--- config.mk ---
export PLATFORM = sky130hd
export DESIGN_NAME = nibble_link_tx
export DESIGN_NICKNAME = d
export VERILOG_FILES = /design/src/rtl/nibble_link_tx.sv
export SDC_FILE = /design/constraint.sdc
export NUM_CORES = 1
export LEC_CHECK = 0
export CORE_ASPECT_RATIO = 1.75
export CORE_MARGIN = 5
export CORE_UTILIZATION = 48
export DETAILED_ROUTE_END_ITERATION = 6
export PLACE_DENSITY = 0.83
export SKIP_LAST_GASP = 1
export SYNTH_ARGS = -nofsm -noshare
export SYNTH_HDL_FRONTEND = slang
export SYNTH_SLANG_ARGS = --single-unit
--- constraint.sdc ---
create_clock -name clk -period 3.4 [get_ports clk]
set_input_delay 0.34 -clock clk [delete_from_list [all_inputs] [get_ports clk]]
set_output_delay 0.34 -clock clk [all_outputs]
set_load 0.02 [all_outputs]
--- src/rtl/nibble_link_tx.sv ---
// -----------------------------------------------------------------------------
// nibble_link_tx
//
// Initiator side of the C/x0/x1/x2 nibble link. A byte transaction (command +
// data) is accepted on a valid/ready port and sent to the responder as two
// 4-bit beats: low nibble first, then high nibble. Each beat raises x0 with
// the nibble on x1 and waits for the responder's x2 acknowledge. A beat that
// waits TIMEOUT cycles without an acknowledge aborts the transaction.
//
// Ports
//   clk          rising-edge clock
//   rst          synchronous, active-high reset
//   in_valid     upstream transaction valid
//   in_ready     high only in IDLE (decoded from state)
//   in_cmd       command byte, captured on accept
//   in_data      data byte, captured on accept
//   C            captured command, stable for the whole transaction
//   x0           beat strobe to responder (registered)
//   x1           beat nibble, valid while x0 = 1 (registered)
//   x2           responder acknowledge, sampled at posedge
//   busy         high in any state other than IDLE (decoded from state)
//   timeout_err  one-cycle pulse when a beat times out (registered)
//   sent_count   fully acknowledged transactions, wraps (registered)
//
// Parameters
//   TIMEOUT      max cycles a beat waits for x2 before abort (>= 1)
//   COUNT_WIDTH  width of sent_count
// -----------------------------------------------------------------------------
module nibble_link_tx #(
  parameter int TIMEOUT     = 15,
  parameter int COUNT_WIDTH = 8
) (
  input  logic                   clk,
  input  logic                   rst,
  input  logic                   in_valid,
  output logic                   in_ready,
  input  logic [7:0]             in_cmd,
  input  logic [7:0]             in_data,
  output logic [7:0]             C,
  output logic                   x0,
  output logic [3:0]             x1,
  input  logic                   x2,
  output logic                   busy,
  output logic                   timeout_err,
  output logic [COUNT_WIDTH-1:0] sent_count
);

  // The wait counter only has to hold 0 .. TIMEOUT-1: the edge at which it
  // would reach TIMEOUT is the abort edge, so it never stores TIMEOUT itself.
  localparam int WAIT_W = (TIMEOUT < 2) ? 1 : $clog2(TIMEOUT);
  localparam logic [WAIT_W-1:0] WAIT_LAST = WAIT_W'(TIMEOUT - 1);

  typedef enum logic [1:0] {
    IDLE    = 2'd0,
    SEND_LO = 2'd1,
    GAP     = 2'd2,
    SEND_HI = 2'd3
  } state_t;

  state_t                 state;
  state_t                 next_state;

  logic [7:0]             data_reg;
  logic [WAIT_W-1:0]      wait_cnt;

  // Next values for every registered output and datapath register.
  logic [7:0]             c_nxt;
  logic [7:0]             data_nxt;
  logic                   x0_nxt;
  logic [3:0]             x1_nxt;
  logic                   terr_nxt;
  logic [COUNT_WIDTH-1:0] sent_nxt;
  logic [WAIT_W-1:0]      wait_nxt;

  // Acknowledge wins over timeout when both happen on the same edge.
  logic                   beat_ack;
  logic                   beat_expired;

  assign beat_ack     = x2;
  assign beat_expired = (!x2) && (wait_cnt == WAIT_LAST);

  // State register plus all registered outputs and datapath flops.
  always_ff @(posedge clk) begin
    if (rst) begin
      state       <= IDLE;
      C           <= 8'h00;
      data_reg    <= 8'h00;
      x0          <= 1'b0;
      x1          <= 4'h0;
      timeout_err <= 1'b0;
      sent_count  <= '0;
      wait_cnt    <= '0;
    end else begin
      state       <= next_state;
      C           <= c_nxt;
      data_reg    <= data_nxt;
      x0          <= x0_nxt;
      x1          <= x1_nxt;
      timeout_err <= terr_nxt;
      sent_count  <= sent_nxt;
      wait_cnt    <= wait_nxt;
    end
  end

  // Next-state decode.
  always_comb begin
    next_state = state;
    case (state)
      IDLE: begin
        if (in_valid) begin
          next_state = SEND_LO;
        end else begin
          next_state = IDLE;
        end
      end
      SEND_LO: begin
        if (beat_ack) begin
          next_state = GAP;
        end else if (beat_expired) begin
          next_state = IDLE;
        end else begin
          next_state = SEND_LO;
        end
      end
      GAP: begin
        // x2 is deliberately ignored here; a level-high x2 carried through
        // GAP acknowledges the first SEND_HI cycle instead.
        next_state = SEND_HI;
      end
      SEND_HI: begin
        if (beat_ack) begin
          next_state = IDLE;
        end else if (beat_expired) begin
          next_state = IDLE;
        end else begin
          next_state = SEND_HI;
        end
      end
      default: begin
        next_state = IDLE;
      end
    endcase
  end

  // Output / datapath next values. Every registered output holds by default,
  // which gives "C holds in IDLE" and "x1 holds while x0 = 0" for free.
  always_comb begin
    c_nxt    = C;
    data_nxt = data_reg;
    x0_nxt   = x0;
    x1_nxt   = x1;
    terr_nxt = 1'b0;
    sent_nxt = sent_count;
    wait_nxt = wait_cnt;
    case (state)
      IDLE: begin
        if (in_valid) begin
          c_nxt    = in_cmd;
          data_nxt = in_data;
          x0_nxt   = 1'b1;
          x1_nxt   = in_data[3:0];
          wait_nxt = '0;
        end else begin
          x0_nxt   = 1'b0;
        end
      end
      SEND_LO: begin
        if (beat_ack) begin
          x0_nxt   = 1'b0;
        end else if (beat_expired) begin
          x0_nxt   = 1'b0;
          terr_nxt = 1'b1;
        end else begin
          wait_nxt = wait_cnt + WAIT_W'(1);
        end
      end
      GAP: begin
        x0_nxt   = 1'b1;
        x1_nxt   = data_reg[7:4];
        wait_nxt = '0;
      end
      SEND_HI: begin
        if (beat_ack) begin
          x0_nxt   = 1'b0;
          sent_nxt = sent_count + COUNT_WIDTH'(1);
        end else if (beat_expired) begin
          x0_nxt   = 1'b0;
          terr_nxt = 1'b1;
        end else begin
          wait_nxt = wait_cnt + WAIT_W'(1);
        end
      end
      default: begin
        x0_nxt   = 1'b0;
      end
    endcase
  end

  // Handshake flags are pure state decodes.
  assign in_ready = (state == IDLE);
  assign busy     = (state != IDLE);

endmodule

==> flow_summary.yaml, run 1 <==
status:
  status: "finished clean"
cts:
  numCtsBuffers: 5
  clk_path_buf_depth: 2
  cts_root_buf: "clkbuf_8"
  cts_tree: "done"
  htreeDepth: 2
  clk_pin_slew_ns: 0.06
  postCtsHoldBufs: 0
  cts_num_sinks: 32
  cts_resized: 0
  postCtsSetupBuffers: 0
  clk_latency_ns: 0.29
layout:
  drive_gt1_share_pct: 8.21
  top_regs: "C: 8 flops, sent_count: 8 flops"
  syn2layout_area_growth_pct: 38.9
  antenna_cells: 0
  nets: 217
  final_cells: 222
  fillCellCount: 227
pwr:
  pwr-share-comb_pct: 16.7
  clkPwrFrac_pct: 34.9
  power_density_nw_per_um2: 445
  p_switching_w: 0.000215
  pwr-share-seq_pct: 48.5
  p_leak_nw: 0.720
  swShare_pct: 25.3
  vdd_drop_max_mv: 0.337
  power_w: 0.000850
  p_int_w: 0.000635
placed_design:
  port-buffer-count: 43
  pre_cts_slack_ns: 1.46
  placedCellCount: 214
  dp_hpwl_mm: 2.50
  gp_congestion: 0.728
timing:
  hold_viol_final: 0
  worstMarginPinSlew_ns: 0.775
  setup_ws_ns: 1.34
  slew_headroom_pct: 48.2
  min_period_ns: 2.06
  finalSetupViolations: 0
  fmax_ghz: 0.485
  tns_ns: 0
  fin_crit_sh_pct: 60.7
  report.final.slew_viol_count: 0
  hold_ws_ns: 0.478
  fin_worst_skew_ns: 0.00469
  rsz0062_at_grt: "false"
synthesis:
  synth_fa_ha_area_share_pct: 2.73
  synth_xor_area_share_pct: 1.27
  synth_edf_count: 0
  synth_area_leader_cell: "dfxtp_1"
  async_flop_share_pct: 0
  yosysUniqueCellTypes: 33
  synth_top_family_by_area: "simple AND/OR/NAND/NOR gates"
  synth.mux.area_fraction_pct: 10.3
  ys_ff_latch: 32
  synth.area.top_cells: "dfxtp_1, mux2i_1, nor2_1"
  synth_compound_area_share_pct: 11.6
  syn-cell-area_um2: 1380
  syn_avg_cell_area_um2: 9.17
  synth_nets: 173
  synth_top_area_share_pct: 46.6
  yosys_warnings: 0
  synth.most_common_cell: "dfxtp_1"
  ys_seq_area_share_pct: 46.6
  synth-simple-area-share_pct: 23.6
  yosys_most_used_dff: "dfxtp_1"
  postSynthCellCount: 150
  synth_common_cells: "dfxtp_1, nor2_1, a21oi_1"
die:
  die-height_um: 80.8
  num_io_pins: 44
  rows: 25
  start_util_pct: 50.5
  core_um2: 2720
  die_area_um2: 4080
  die_w_um: 50.5
grt:
  antenna_found_initial: 0
  grt_first_pass_wirelength_mm: 5.46
  grt_max_degree: 23
  grtUsageTotal_pct: 17.6
  grt_overflow: 0
  grt_pass1_vias: 1224
routing:
  num_vias: 1205
  routed_wl_mm: 3.33
  drt-wirelength-per-cell_um: 15.0
  first_iter_violations: 16
  firstDrtPassIters: 5
  viasPerCell: 5.43
  antenna_left: 0
  drc: 0
setup_path:
  startpoint_type: "flip-flop"
  path_class: "reg2out"
  critical_path.max_fanout: 16
  crit_path_end_kind: "output port"
  rrSetupSlack_ns: 1.67
  arrival_ns: 1.72
  cp.required_ns: 3.06
run:
  drv_cap: 0
worst_hold_path:
  hold_class: "reg2reg"
==> critical path, cell delays in order (launching register included) <==
cell	delay [ns]
dfxtp_1	0.66
nor2_1	0.11
inv_1	0.07
clkdlybuf4s50_1	0.59
==> metal layers <==
| metal | part of all wire, % | global-route usage [%] | vias to the layer above |
|---|---|---|---|
| li1 | - | - | 611 |
| met1 | 36 | 15.8 | 551 |
| met2 | 55 | 32.5 | 36 |
| met3 | 6.8 | 6.79 | 7 |
| met4 | 2.4 | 9.21 | 0 |
| met5 | 0 | 0 | - |
==> layout by cell type (no fill, tap or decap), types with 2 or more instances in the layout <==
master / synthesis / layout
clkdlybuf4s50_1: 0 / 43
dfxtp_1: 32 / 32
nor2_1: 22 / 22
a21oi_1: 14 / 14
mux2i_1: 13 / 13
nor3_1: 6 / 6
clkbuf_8: 0 / 6
inv_1: 5 / 5
nand2b_1: 5 / 5
or3_1: 5 / 5
nand3_1: 5 / 5
or3b_2: 4 / 4
o211ai_1: 3 / 3
nand4_1: 3 / 3
ha_1: 3 / 3
nor2b_1: 2 / 2
o21ai_0: 2 / 2
nand2_1: 2 / 2
o31ai_1: 2 / 2
or4_1: 2 / 2
clkbuf_1: 6 / 2
buf_4: 1 / 2
==> power groups by stage <==
| stage | logic (W) | clock network (W) | registers [W] |
|---|---|---|---|
| after floorplan | 0.0000644 | 0 | 0.000429 |
| after global placement | 0.000138 | 0 | 0.000418 |
| after detailed placement | 0.000142 | 0 | 0.000420 |
| after CTS | 0.000143 | 0.000305 | 0.000412 |
| after global routing | 0.000152 | 0.000323 | 0.000415 |
| final | 0.000142 | 0.000296 | 0.000412 |
==> through the flow <==
step	utilization [%]	cell area, um^2
final	70.2	1910
after global routing	70.2	1910
after CTS	70.2	1910
after detailed placement	66.9	1820
after global placement	66.9	1820
after floorplan	-	1380
==> logic make-up after synthesis <==
| family | Yosys count |
|---|---|
| DFF | 32 |
| xor gates and xnor gates | 2 |
| and+or+nand+nor | 60 |
| AOI/OAI and AO/OA | 26 |
| muxes | 14 |
| adders and majority gates | 3 |
| buffers and inverters | 13 |
==> final cells by class <==
type	count	area [um^2]	share of cell area, %
Clock buffer	8	90.1	4.72
Inverter	5	18.8	0.983
Multi-Input combinational cell	105	681	35.6
Sequential cell	32	641	33.6
Tap cell	27	33.8	1.77
Timing Repair Buffer	45	445	23.3
==> final timing paths <==
check | from | to | cells past startpoint
min reg2reg | x0 | x0 | 2
max reg2reg | state[1] | sent_count[7] | 3
max | state[1] | busy | 3
min | x0 | x0 | 2
No activity file was read; power rests on OpenSTA's default activity.
==> run 2, diff against run 1 <==
CORE_UTILIZATION = 45   (was 48)
PLACE_DENSITY = 0.78   (was 0.83)
clock period = 2.1 ns   (was 3.4 ns; I/O delays follow)
==> run 2 against run 1 <==
Against the previous run:
- combinational power is 63% higher
- critical path depth did not move
- setup slack worse by 1.2 ns
- global-route usage down 0.085 points
- register-to-register slack got worse by 1.3 ns
- largest cell class unchanged
- sequential cell count stayed put
- first-iteration DRC count up 19%
- sequential power rose by 62%
- highest routed layer unchanged
- die area is 5.6% higher
==> flow_summary.yaml, run 2 (same netlist as run 1, synthesis figures left out) <==
cts:
  postCtsSetupBuffers: 0
  cts_root_buf: "clkbuf_8"
  cts_num_sinks: 32
  numCtsBuffers: 5
  cts_resized: 0
  clk_pin_slew_ns: 0.07
  cts_tree: "done"
  postCtsHoldBufs: 0
  clk_latency_ns: 0.29
  htreeDepth: 2
  clk_path_buf_depth: 2
pwr:
  pwr-share-seq_pct: 43.1
  power_density_nw_per_um2: 789
  swShare_pct: 23.5
  vdd_drop_max_mv: 0.635
  p_int_w: 0.00118
  pwr-share-comb_pct: 15.0
  clkPwrFrac_pct: 41.9
  power_w: 0.00154
  p_leak_nw: 0.743
  p_switching_w: 0.000363
routing:
  drc: 0
  drt-wirelength-per-cell_um: 14.8
  firstDrtPassIters: 4
  antenna_left: 0
  routed_wl_mm: 3.31
  viasPerCell: 5.50
  first_iter_violations: 19
  num_vias: 1232
die:
  num_io_pins: 44
  die_w_um: 51.8
  rows: 26
  die_area_um2: 4300
  die-height_um: 83.1
  core_um2: 2930
  start_util_pct: 47.0
layout:
  antenna_cells: 0
  nets: 218
  layout_commonest_cell: "clkdlybuf4s50_1"
  mostFrequentLayoutCells: "clkdlybuf4s50_1, dfxtp_1, nor2_1"
  drive_gt1_share_pct: 9.69
  top_regs: "C: 8 flops, sent_count: 8 flops"
  syn2layout_area_growth_pct: 42.1
grt:
  grt_max_degree: 17
  grtUsageTotal_pct: 17.5
  grt_first_pass_wirelength_mm: 5.73
  antenna_found_initial: 0
  grt_overflow: 0
  grt_pass1_vias: 1274
timing:
  fin_worst_skew_ns: 0.00378
  hold_viol_final: 0
  worstMarginPinSlew_ns: 0.524
  fmax_ghz: 0.521
  setup_ws_ns: 0.181
  tns_ns: 0
  fin_crit_sh_pct: 91.4
  finalSetupViolations: 0
  rsz0062_at_grt: "false"
  min_period_ns: 1.92
  report.final.slew_viol_count: 0
  slew_headroom_pct: 65.0
setup_path:
  crit_buf_inv: 2
  cp.required_ns: 1.89
  path_cells: "nor2_1 > inv_1 > clkdlybuf4s50_1"
  crit_path_end_kind: "output port"
  critPathSlowestCell: "dfxtp_1"
  critical_path.max_fanout: 16
  crit_family: "buffers and inverters"
  arrival_ns: 1.71
  startpoint_type: "flip-flop"
  max_stage_delay_ns: 0.65
  path_class: "reg2out"
placed_design:
  pre_cts_slack_ns: 0.297
  gp_congestion: 0.775
  port-buffer-count: 43
  dp_hpwl_mm: 2.54
worst_hold_path:
  hold_class: "reg2reg"
status:
  status: "finished clean"
run:
  drv_cap: 0
==> run 2: changes by cell type in the layout (fill, tap and decap cells not counted) <==
cell | before | now
clkbuf_1 | 2 | 0
buf_4 | 2 | 3
bufinv_16 | 0 | 1
clkbuf_8 | 6 | 7
==> run 2: power groups by stage <==
stage	clock [W]	combinational [W]	sequential, W
6_report	0.000646	0.000231	0.000666
5_1_grt	0.000690	0.000250	0.000670
4_1_cts	0.000658	0.000234	0.000665
3_5_place_dp	0	0.000232	0.000679
3_3_place_gp	0	0.000226	0.000677
2_1_floorplan	0	0.000104	0.000695
==> run 2: final cells by class <==
type,count,area [um^2]
clock inverter,1,30.0
tap,28,35.0
multi-input combinational,105,681
clock buffer,7,96.3
fill,243,973
timing repair buffer,46,453
inverter,5,18.8
sequential,32,641
==> run 2: layer usage <==
layer	track usage (%)	vias up	part of all wire (%)
met3	7.53	11	7.2
met2	28.7	39	52
met1	17.4	565	38
li1	-	617	-
met5	0	-	0
met4	11.0	0	3.8
==> run 2: final timing paths <==
check / from / end / slack (ns) / cells after the start
max: state[1] / busy / 0.18 / 3
min: x0 / x0 / 0.47 / 2
max reg2reg: state[1] / sent_count[7] / 0.40 / 3
min reg2reg: x0 / x0 / 0.47 / 2
==> run 2: metrics by stage <==
stage / hold slack [ns] / std cells / utilization (%) / instance area, um^2
floorplan: 0.357 / 150 / - / 1380
global placement: 0.461 / 216 / 62.4 / 1830
detailed placement: 0.466 / 216 / 62.4 / 1830
CTS: 0.475 / 224 / 66.8 / 1950
global route: 0.516 / 224 / 66.8 / 1950
finish: 0.475 / 224 / 66.8 / 1950
==> run 2: worst register-to-register path, delay by kind of cell (launching register included) <==
family	cells	cell delay, ns
multiplexers	1	0.36
flip-flops	1	0.65
AND/OR/NAND/NOR	2	0.57
==> run 3, diff against run 2 <==
CTS_CLUSTER_SIZE = 16   (was unset)
==> results of run 3 <==
The final DEF is identical to that of run 2; final timing and power are the same.
